[config.mk]
export PLATFORM = sky130hd
export DESIGN_NAME = tiger_avalon_arbiter_flat
export DESIGN_NICKNAME = d
export VERILOG_FILES = /design/src/rtl/tiger_avalon_arbiter_if.sv /design/src/rtl/tiger_avalon_arbiter.sv /design/src/flat_wrapper.sv
export SDC_FILE = /design/constraint.sdc
export NUM_CORES = 1
export LEC_CHECK = 0
export CAP_MARGIN = 20
export CORE_AREA = 2 2 122 124
export DETAILED_ROUTE_END_ITERATION = 12
export DIE_AREA = 0 0 124 126
export PLACE_DENSITY_LB_ADDON = 0.05
export SYNTH_ARGS = -nofsm -noshare
export SYNTH_HDL_FRONTEND = slang
export SYNTH_SLANG_ARGS = --single-unit
[constraint.sdc]
create_clock -name clk -period 5.35 [get_ports clk]
set_input_delay 1.605 -clock clk [delete_from_list [all_inputs] [get_ports clk]]
set_output_delay 1.605 -clock clk [all_outputs]
set_load 0.01 [all_outputs]
[src/rtl/tiger_avalon_arbiter_if.sv]
// rtl/tiger_avalon_arbiter_if.sv - Avalon-MM bus bundle shared by requester and fabric sides of the arbiter
//
// Signals:
//   address, writedata  32  command address and write data
//   byteenable          4   write byte enables
//   read, write         1   command strobes (never both high)
//   waitrequest         1   command not accepted this cycle
//   readdata            32  returned read data
//   readdatavalid       1   readdata is valid this cycle
// Modports:
//   master  drives the command, receives waitrequest and read returns
//   slave   receives the command, drives waitrequest and read returns
interface tiger_avalon_arbiter_if;
    logic [31:0] address;
    logic [31:0] writedata;
    logic [3:0]  byteenable;
    logic        read;
    logic        write;
    logic        waitrequest;
    logic [31:0] readdata;
    logic        readdatavalid;

    modport master (
        output address, writedata, byteenable, read, write,
        input  waitrequest, readdata, readdatavalid
    );

    modport slave (
        input  address, writedata, byteenable, read, write,
        output waitrequest, readdata, readdatavalid
    );
endinterface

[src/rtl/tiger_avalon_arbiter.sv]
// rtl/tiger_avalon_arbiter.sv - two-port round-robin Avalon-MM arbiter with pipelined read routing
//
// Parameters:
//   MAX_PENDING  maximum reads in flight across both ports (power of two, 2..16)
// Ports:
//   clk    clock
//   reset  synchronous, active-high
//   p0     requester port 0 (processor data side), slave modport
//   p1     requester port 1 (accelerator/DMA side), slave modport
//   m      shared fabric master, master modport
module tiger_avalon_arbiter #(
    parameter int MAX_PENDING = 4
) (
    input  logic                   clk,
    input  logic                   reset,
    tiger_avalon_arbiter_if.slave  p0,
    tiger_avalon_arbiter_if.slave  p1,
    tiger_avalon_arbiter_if.master m
);
    localparam int AW = $clog2(MAX_PENDING);
    localparam int PW = AW + 1;

    typedef enum logic {
        ST_OPEN   = 1'b0,
        ST_LOCKED = 1'b1
    } lock_state_t;

    lock_state_t state;
    lock_state_t state_next;
    logic        lock_id;
    logic        last;

    logic          tag_q [MAX_PENDING];
    logic [AW-1:0] wr_ptr;
    logic [AW-1:0] rd_ptr;
    logic [PW-1:0] pending;

    logic full;
    logic req0, req1;
    logic elig0, elig1;
    logic grant_valid;
    logic grant;
    logic sel_read, sel_write;
    logic cmd_present;
    logic accept;
    logic push, pop;
    logic stall;
    logic head;

    // Reads are blocked while the tag FIFO is full; writes never touch it.
    assign full  = (pending == PW'(MAX_PENDING));
    assign req0  = p0.read | p0.write;
    assign req1  = p1.read | p1.write;
    assign elig0 = p0.write | (p0.read & ~full);
    assign elig1 = p1.write | (p1.read & ~full);

    // Lock state register
    always_ff @(posedge clk) begin
        if (reset) begin
            state   <= ST_OPEN;
            lock_id <= 1'b0;
        end else begin
            state <= state_next;
            if (stall) begin
                lock_id <= grant;
            end
        end
    end

    // Next lock state: a stalled command pins the grant; acceptance or a
    // dropped request releases it.
    always_comb begin
        state_next = ST_OPEN;
        if (stall) begin
            state_next = ST_LOCKED;
        end
    end

    // Grant selection
    always_comb begin
        grant_valid = 1'b0;
        grant       = 1'b0;
        if (state == ST_LOCKED) begin
            grant_valid = 1'b1;
            grant       = lock_id;
        end else if (elig0 && elig1) begin
            grant_valid = 1'b1;
            grant       = ~last;
        end else if (elig0) begin
            grant_valid = 1'b1;
            grant       = 1'b0;
        end else if (elig1) begin
            grant_valid = 1'b1;
            grant       = 1'b1;
        end
    end

    assign sel_read    = grant ? p1.read  : p0.read;
    assign sel_write   = grant ? p1.write : p0.write;
    assign cmd_present = grant_valid & (sel_read | sel_write);
    assign accept      = cmd_present & ~m.waitrequest;
    assign stall       = cmd_present & m.waitrequest;
    assign push        = accept & sel_read;
    // A readdatavalid with nothing outstanding (e.g. after reset) is dropped.
    assign pop         = m.readdatavalid & (pending != '0);
    assign head        = tag_q[rd_ptr];

    // Fabric command mux
    assign m.read       = grant_valid & sel_read;
    assign m.write      = grant_valid & sel_write;
    assign m.address    = !grant_valid ? 32'd0 : (grant ? p1.address    : p0.address);
    assign m.writedata  = !grant_valid ? 32'd0 : (grant ? p1.writedata  : p0.writedata);
    assign m.byteenable = !grant_valid ? 4'd0  : (grant ? p1.byteenable : p0.byteenable);

    assign p0.waitrequest = ~req0 | ~(grant_valid & ~grant) | m.waitrequest;
    assign p1.waitrequest = ~req1 | ~(grant_valid &  grant) | m.waitrequest;

    assign p0.readdata      = m.readdata;
    assign p1.readdata      = m.readdata;
    assign p0.readdatavalid = pop & ~head;
    assign p1.readdatavalid = pop &  head;

    // Round-robin history, FIFO pointers and outstanding-read count
    always_ff @(posedge clk) begin
        if (reset) begin
            last    <= 1'b1;
            wr_ptr  <= '0;
            rd_ptr  <= '0;
            pending <= '0;
        end else begin
            if (accept) begin
                last <= grant;
            end
            if (push) begin
                wr_ptr <= wr_ptr + AW'(1);
            end
            if (pop) begin
                rd_ptr <= rd_ptr + AW'(1);
            end
            pending <= pending + PW'(push) - PW'(pop);
        end
    end

    // Tag storage needs no reset: entries are only read between push and pop.
    always_ff @(posedge clk) begin
        if (push) begin
            tag_q[wr_ptr] <= grant;
        end
    end
endmodule

[src/flat_wrapper.sv]
// flat-port wrapper written by rule: the top's interface ports become plain ports
module tiger_avalon_arbiter_flat 
#(
    parameter int MAX_PENDING = 4
)
  (clk, reset, p0_address, p0_writedata, p0_byteenable, p0_read, p0_write, p0_waitrequest, p0_readdata, p0_readdatavalid, p1_address, p1_writedata, p1_byteenable, p1_read, p1_write, p1_waitrequest, p1_readdata, p1_readdatavalid, m_address, m_writedata, m_byteenable, m_read, m_write, m_waitrequest, m_readdata, m_readdatavalid);
  tiger_avalon_arbiter_if p0_i ();
  tiger_avalon_arbiter_if p1_i ();
  tiger_avalon_arbiter_if m_i ();
  input  logic clk;
  input  logic reset;
  input wire logic [$bits(p0_i.address)-1:0] p0_address;
  input wire logic [$bits(p0_i.writedata)-1:0] p0_writedata;
  input wire logic [$bits(p0_i.byteenable)-1:0] p0_byteenable;
  input wire logic [$bits(p0_i.read)-1:0] p0_read;
  input wire logic [$bits(p0_i.write)-1:0] p0_write;
  output wire logic [$bits(p0_i.waitrequest)-1:0] p0_waitrequest;
  output wire logic [$bits(p0_i.readdata)-1:0] p0_readdata;
  output wire logic [$bits(p0_i.readdatavalid)-1:0] p0_readdatavalid;
  input wire logic [$bits(p1_i.address)-1:0] p1_address;
  input wire logic [$bits(p1_i.writedata)-1:0] p1_writedata;
  input wire logic [$bits(p1_i.byteenable)-1:0] p1_byteenable;
  input wire logic [$bits(p1_i.read)-1:0] p1_read;
  input wire logic [$bits(p1_i.write)-1:0] p1_write;
  output wire logic [$bits(p1_i.waitrequest)-1:0] p1_waitrequest;
  output wire logic [$bits(p1_i.readdata)-1:0] p1_readdata;
  output wire logic [$bits(p1_i.readdatavalid)-1:0] p1_readdatavalid;
  output wire logic [$bits(m_i.address)-1:0] m_address;
  output wire logic [$bits(m_i.writedata)-1:0] m_writedata;
  output wire logic [$bits(m_i.byteenable)-1:0] m_byteenable;
  output wire logic [$bits(m_i.read)-1:0] m_read;
  output wire logic [$bits(m_i.write)-1:0] m_write;
  input wire logic [$bits(m_i.waitrequest)-1:0] m_waitrequest;
  input wire logic [$bits(m_i.readdata)-1:0] m_readdata;
  input wire logic [$bits(m_i.readdatavalid)-1:0] m_readdatavalid;
  assign p0_i.address = p0_address;
  assign p0_i.writedata = p0_writedata;
  assign p0_i.byteenable = p0_byteenable;
  assign p0_i.read = p0_read;
  assign p0_i.write = p0_write;
  assign p0_waitrequest = p0_i.waitrequest;
  assign p0_readdata = p0_i.readdata;
  assign p0_readdatavalid = p0_i.readdatavalid;
  assign p1_i.address = p1_address;
  assign p1_i.writedata = p1_writedata;
  assign p1_i.byteenable = p1_byteenable;
  assign p1_i.read = p1_read;
  assign p1_i.write = p1_write;
  assign p1_waitrequest = p1_i.waitrequest;
  assign p1_readdata = p1_i.readdata;
  assign p1_readdatavalid = p1_i.readdatavalid;
  assign m_address = m_i.address;
  assign m_writedata = m_i.writedata;
  assign m_byteenable = m_i.byteenable;
  assign m_read = m_i.read;
  assign m_write = m_i.write;
  assign m_i.waitrequest = m_waitrequest;
  assign m_i.readdata = m_readdata;
  assign m_i.readdatavalid = m_readdatavalid;
  tiger_avalon_arbiter #(.MAX_PENDING(MAX_PENDING)) u_core (.clk(clk), .reset(reset), .p0(p0_i), .p1(p1_i), .m(m_i));
endmodule
==> results.json, run 1 <==
{
  "outcome": "finished, final reports clean",
  "ys_seq_area_frac": 0.171,
  "maxSlewViolCount": 0,
  "n_antenna_cell": 0,
  "cts_sinks": 16,
  "ys_warn_count": 0,
  "layout.nets": 594,
  "ys_ff_latch": 16,
  "core_um2": 14300,
  "hold_start": "u_core.lock_id$_SDFFE_PP0P_",
  "clock_path_buffers": 2,
  "use_met2": 0.239,
  "cp-start-kind": "input port",
  "synth-async-reset-ratio": 0,
  "fp-row-count": 44,
  "synth_edf_count": 4,
  "antenna_found_initial": 1,
  "insertion_delay_ns": 0.24,
  "grt-busiest-layer": "met2",
  "fin_util": 0.311,
  "num_vias": 2442,
  "hold_depth": 2,
  "clock_skew_ns": 0.00258,
  "r2r_start": "u_core.pending[2]$_SDFF_PP0_",
  "max_freq_mhz": 189,
  "post_drt_wl_per_cell_um": 19.1,
  "synth_cells": 240,
  "pin_count": 314,
  "root_buffer": "clkbuf_16",
  "cts_buffers": 3,
  "worst_slack_ns": 0.0503,
  "crit_required_ns": 3.74,
  "first_iter_violations": 69,
  "die_h_um": 126,
  "start_util": 0.147,
  "powerDensity_nw_per_um2": 291,
  "cts_tree": "built",
  "min_period_over_period": 0.991,
  "final_cell_mix": "clkdlybuf4s50_1, a22o_1, dlymetal6s2s_1, dlygate4sd2_1, buf_4",
  "peakVddDrop_mv": 0.0960,
  "hold_class": "reg2reg",
  "cts.reportedPaths.clkPinSlew_ns": 0.05,
  "drc": 0,
  "slew-limit-headroom": 0.693,
  "reg2reg_depth": 8,
  "portBuffers": 217,
  "period_needed_ns": 5.30,
  "grt_usage": 0.137,
  "drt-total-wl_mm": 11.4,
  "antenna_left": 0,
  "synth.avg_cell_area_um2": 8.78,
  "placed_area_um2": 4220,
  "reg2reg_to": "u_core.pending[1]$_SDFF_PP0_",
  "dieWidth_um": 124,
  "use_met3": 0.0793,
  "dp_hpwl_mm": 9.58,
  "worstSetupPathType": "in2out",
  "layout.cells.most_common": "clkdlybuf4s50_1",
  "synth_ff_type": "dfxtp_1",
  "cts_max_level": 1,
  "drive_above_1_share": 0.115,
  "power.leakage_nw": 2.21,
  "grt_pass1_wl_mm": 16.0,
  "finalInstanceArea_um2": 4460,
  "first_pass_iters": 4,
  "cp-end-kind": "primary output",
  "grt_pass1_vias": 2679,
  "arrival_ns": 3.69,
  "overflow": 0,
  "cp_max_fo": 21,
  "synth_top_area_frac": 0.282,
  "via_per_inst": 4.11,
  "ff2ff_setup_slack_ns": 2.35,
  "synth_nets": 423,
  "holdPathEnd": "u_core.lock_id$_SDFFE_PP0P_",
  "finalHoldViolCount": 0,
  "ys_types": 42,
  "tightest_slew_ns": 0.458,
  "dp_slack_ns": -0.0749,
  "grt_use_met1": 0.146,
  "die-area_um2": 15600,
  "place_congestion": 0.770,
  "synth_top_cell_by_area": "a22o_1",
  "grt_max_degree": 35,
  "maxCapViolCount": 0,
  "syn_area_um2": 2110,
  "finalSetupViolations": 0,
  "syn2layout_area_growth_pct": 111,
  "yosys-top-cells-area": "a22o_1, buf_4, dfxtp_1"
}
==> cell usage after synthesis (all sizes together) (2+ instances only) <==
library cell / instances
buf: 66
ha: 6
dfxtp: 12
nor2b: 5
mux2i: 3
and2: 5
xnor2: 3
nor2: 9
clkbuf: 13
a22o: 68
or3b: 2
nand2b: 6
nand2: 4
a21oi: 2
edfxtp: 4
inv: 8
==> cell families after synthesis <==
| logic type | share of synthesized area |
|---|---|
| AOI/OAI and AO/OA | 0.352 |
| xor gates and xnor gates | 0.0166 |
| adders and majority gates | 0.0451 |
| buffers and inverters | 0.270 |
| DFF | 0.171 |
| muxes | 0.0320 |
| and+or+nand+nor | 0.113 |
==> how the worst max path moves through the flow <==
stage | from | end | slack [ns] | cells after the start
finish | p1_write | m_address[9] | 0.05 | 9
global route | p1_write | m_address[9] | -0.003 | 9
CTS | p0_write | m_address[6] | -0.06 | 8
detailed placement | p1_write | m_address[6] | -0.07 | 8
global placement | p1_write | m_writedata[3] | -0.07 | 9
floorplan | p1_write | m_address[22] | 0.58 | 7
==> critical path, cell delays in order <==
cell and delay (ns):
clkdlybuf4s50_1 0.42, or2_2 0.30, a21oi_2 0.14, buf_4 0.17, nor3_4 0.05, buf_12 0.13, buf_8 0.15, a22o_1 0.23
clkdlybuf4s50_1 0.49
==> timing repair <==
action / 4_1_cts / 5_1_grt
resized for setup: 30 / 39
gates cloned: 0 / 1
hold buffers: 0 / 0
buffers inserted: 0 / 6
pin swaps: 1 / 2
setup endpoints to repair: 58 / 43
==> routing by layer <==
layer  routed length, um  up-vias
met1                4020     1114
met3                1450       14
met5                  13        -
li1                    -     1169
met4                  91        2
met2                5780      143
==> report_power, final <==
| group | switching (mW) | internal, mW | total (mW) |
|---|---|---|---|
| combinational | 0.413 | 0.564 | 0.978 |
| sequential | 0.0218 | 0.155 | 0.176 |
| clock | 0.0448 | 0.0990 | 0.144 |
==> stage by stage <==
stage / power (mW) / hold WS, ns / TNS (ns) / std cells
after floorplan: 0.659 / 0.443 / 0 / 240
after global placement: 1.19 / 0.456 / -1.92 / 583
after detailed placement: 1.18 / 0.462 / -1.50 / 583
after CTS: 1.30 / 0.479 / -0.312 / 587
after global routing: 1.39 / 0.525 / -0.00436 / 594
final: 1.30 / 0.480 / 0 / 594
==> area by class of cell <==
| cell class | count | area, um2 |
|---|---|---|
| Clock inverter | 1 | 3.75 |
| Clock buffer | 3 | 75.1 |
| Fill cell | 1544 | 9860 |
| Multi-Input combinational cell | 137 | 1200 |
| Timing Repair Buffer | 245 | 2560 |
| Inverter | 8 | 30.0 |
| Sequential cell | 16 | 360 |
| Tap cell | 184 | 230 |
No activity file was read; power rests on OpenSTA's default activity.
==> run 2: changes to the inputs <==
Settings changed: ABC_AREA set to 1.
==> run 2 against run 1 <==
Against the previous run: final cell count rose by 1.9%; sequential share of layout area rose by 0.53 points; final area fell by 6.2%; wire length fell by 4.2%; first-iteration DRC count rose by 8.7%; register-to-register slack improved by 0.78 ns; global-route usage fell by 0.68 points; combinational power rose by 5%; clock-buffer cell count did not move.
==> results.json, run 2 <==
{
  "outcome": "finished, final reports clean",
  "grt_pass1_wl_mm": 15.0,
  "synth_common_cells": "a22o_1, buf_4, inv_1",
  "grt_pass1_vias": 2403,
  "ys_ff_latch": 16,
  "post_drt_wl_per_cell_um": 18.0,
  "n_antenna_cell": 0,
  "synth_most_common_cell": "a22o_1",
  "drive_above_1_share": 0.0665,
  "crit_required_ns": 3.74,
  "postCtsSetupRepairBufs": 0,
  "setup_tns_ns": 0,
  "tightest_slew_ns": 0.328,
  "first_pass_iters": 4,
  "core_um2": 14300,
  "synth_nets": 451,
  "layout.nets": 605,
  "power_mw": 1.34,
  "wl_met1_mm": 3.63,
  "synth-async-reset-ratio": 0,
  "num_vias": 2388,
  "hold_start": "u_core.lock_id$_SDFFE_PP0P_",
  "start_util": 0.146,
  "maxCapViolCount": 0,
  "cp_max_fo": 23,
  "slew-limit-headroom": 0.781,
  "die_h_um": 126,
  "grt_max_degree": 24,
  "critPathMaxStageDelay_ns": 0.55,
  "fp-row-count": 44,
  "power.leakage_nw": 1.81,
  "place_congestion": 0.824,
  "setup.worst_path.start": "p0_write",
  "cp_slowest_cell": "clkdlybuf4s50_1",
  "maxSlewViolCount": 0,
  "synth_top_cell_by_area": "a22o_1",
  "wl_met2_mm": 5.79,
  "root_buffer": "clkbuf_16",
  "grt_usage": 0.130,
  "die-area_um2": 15600,
  "finalHoldViolCount": 0,
  "overflow": 0,
  "final_cell_mix": "clkdlybuf4s50_1, a22o_1, inv_1, nand2_1, nor2_1",
  "cts_tree": "built",
  "synth.avg_cell_area_um2": 7.81,
  "r2r_start": "u_core.pending[1]$_SDFF_PP0_",
  "hold_class": "reg2reg",
  "synth_cells": 268,
  "synth_ff_type": "dfxtp_1",
  "finalInstanceArea_um2": 4180,
  "syn_area_um2": 2090,
  "dieWidth_um": 124,
  "dp_hpwl_mm": 9.49,
  "clock_path_buffers": 2,
  "period_needed_ns": 5.21,
  "drt-total-wl_mm": 10.9,
  "finalSetupViolations": 0,
  "portBuffers": 217,
  "ys_warn_count": 0,
  "powerDensity_nw_per_um2": 321,
  "max_freq_mhz": 192,
  "antenna_found_initial": 1,
  "peakVddDrop_mv": 0.0914,
  "cpLargestDelayFamily": "buffers and inverters",
  "cp-start-kind": "input port",
  "synth_top_area_frac": 0.285,
  "critPathBufInv": 5,
  "synth_edf_count": 4,
  "holdWs_ns": 0.463,
  "pin_count": 314,
  "ys_types": 24,
  "clock_skew_ns": 0.00132,
  "yosys-top-cells-area": "a22o_1, buf_4, dfxtp_1",
  "min_period_over_period": 0.973,
  "arrival_ns": 3.60,
  "layout.cells.most_common": "clkdlybuf4s50_1",
  "first_iter_violations": 75,
  "rsz0062_at_grt": "false",
  "insertion_delay_ns": 0.24,
  "highest_layer": "met5",
  "placed_area_um2": 4080,
  "fin_util": 0.292,
  "cts.reportedPaths.clkPinSlew_ns": 0.05,
  "routed-wl-met3_mm": 1.21,
  "syn2layout_area_growth_pct": 99.8,
  "cp-end-kind": "primary output",
  "antenna_left": 0,
  "crit_chain": "clkdlybuf4s50_1 > inv_1 > nand2_1 > nand3_2 > nand3_4 > nand2_1 > clkinv_4 > buf_12 > a22o_1 > clkdlybuf4s50_1",
  "via_per_inst": 3.95,
  "cts_buffers": 3,
  "cts_sinks": 16,
  "cts_max_level": 1,
  "ys_seq_area_frac": 0.172,
  "worstSetupPathType": "in2out",
  "drc": 0
}
==> run 2: kinds of logic (layout without fill, tap and decap cells) <==
family,Yosys count,count (layout),share of synthesized area
adders and majority gates,7,7,0.0455
and+or+nand+nor,54,54,0.138
xor gates and xnor gates,1,1,0.00419
buffers and inverters,112,265,0.330
AOI/OAI and AO/OA,78,78,0.310
DFF,16,16,0.172
==> run 2: worst paths after layout <==
path                                                     end  slack, ns  depth (start not counted)
worst min-delay path             u_core.lock_id$_SDFFE_PP0P_       0.46                          2
worst min register to register   u_core.lock_id$_SDFFE_PP0P_       0.46                          2
worst max-delay path                           m_address[19]       0.14                         10
worst max register to register  u_core.pending[2]$_SDFF_PP0_       3.13                         14
==> run 2: per-layer routing <==
layer,GRT usage,vias up
li1,-,1171
met1,0.128,1047
met2,0.250,129
met3,0.0503,39
met4,0.0357,2
met5,0,-
==> run 2: cell type report <==
class,instances,area (um2)
clock buffers,3,75.1
clock inverters,1,3.75
fillers,1557,10100
inverters,34,133
multi-input cells,140,1040
flip-flops and latches,16,360
well taps,184,230
repair buffers,227,2340
==> run 2: what timing repair did <==
item | 4_1_cts | 5_1_grt
hold buffers | 0 | 0
resized for setup | 1 | 7
setup endpoints to repair | 1 | 35
==> run 2: power by group <==
group / total, mW / internal [mW] / switching, mW
sequential: 0.171 / 0.152 / 0.0185
combinational: 1.03 / 0.580 / 0.447
clock: 0.144 / 0.0990 / 0.0448
==> run 2: metrics by stage <==
step           instances  setup WS, ns
6_report             605         0.145
5_1_grt              605       0.00222
4_1_cts              605        0.0232
3_5_place_dp         601      -0.00715
3_3_place_gp         601        0.0199
2_1_floorplan        268          1.22
==> run 2: worst register-to-register path, stage by stage, from the launching register on <==
cell and delay (ns):
dfxtp_1 0.33, nor2_2 0.18, nand2_1 0.09, nand2_2 0.08
nand2_2 0.07, nand3_4 0.10, nand2_1 0.07, and2_2 0.21
nand3_4 0.13, inv_1 0.06, ha_1 0.19, fa_1 0.38
inv_1 0.07, o21ai_0 0.08, a21oi_1 0.11
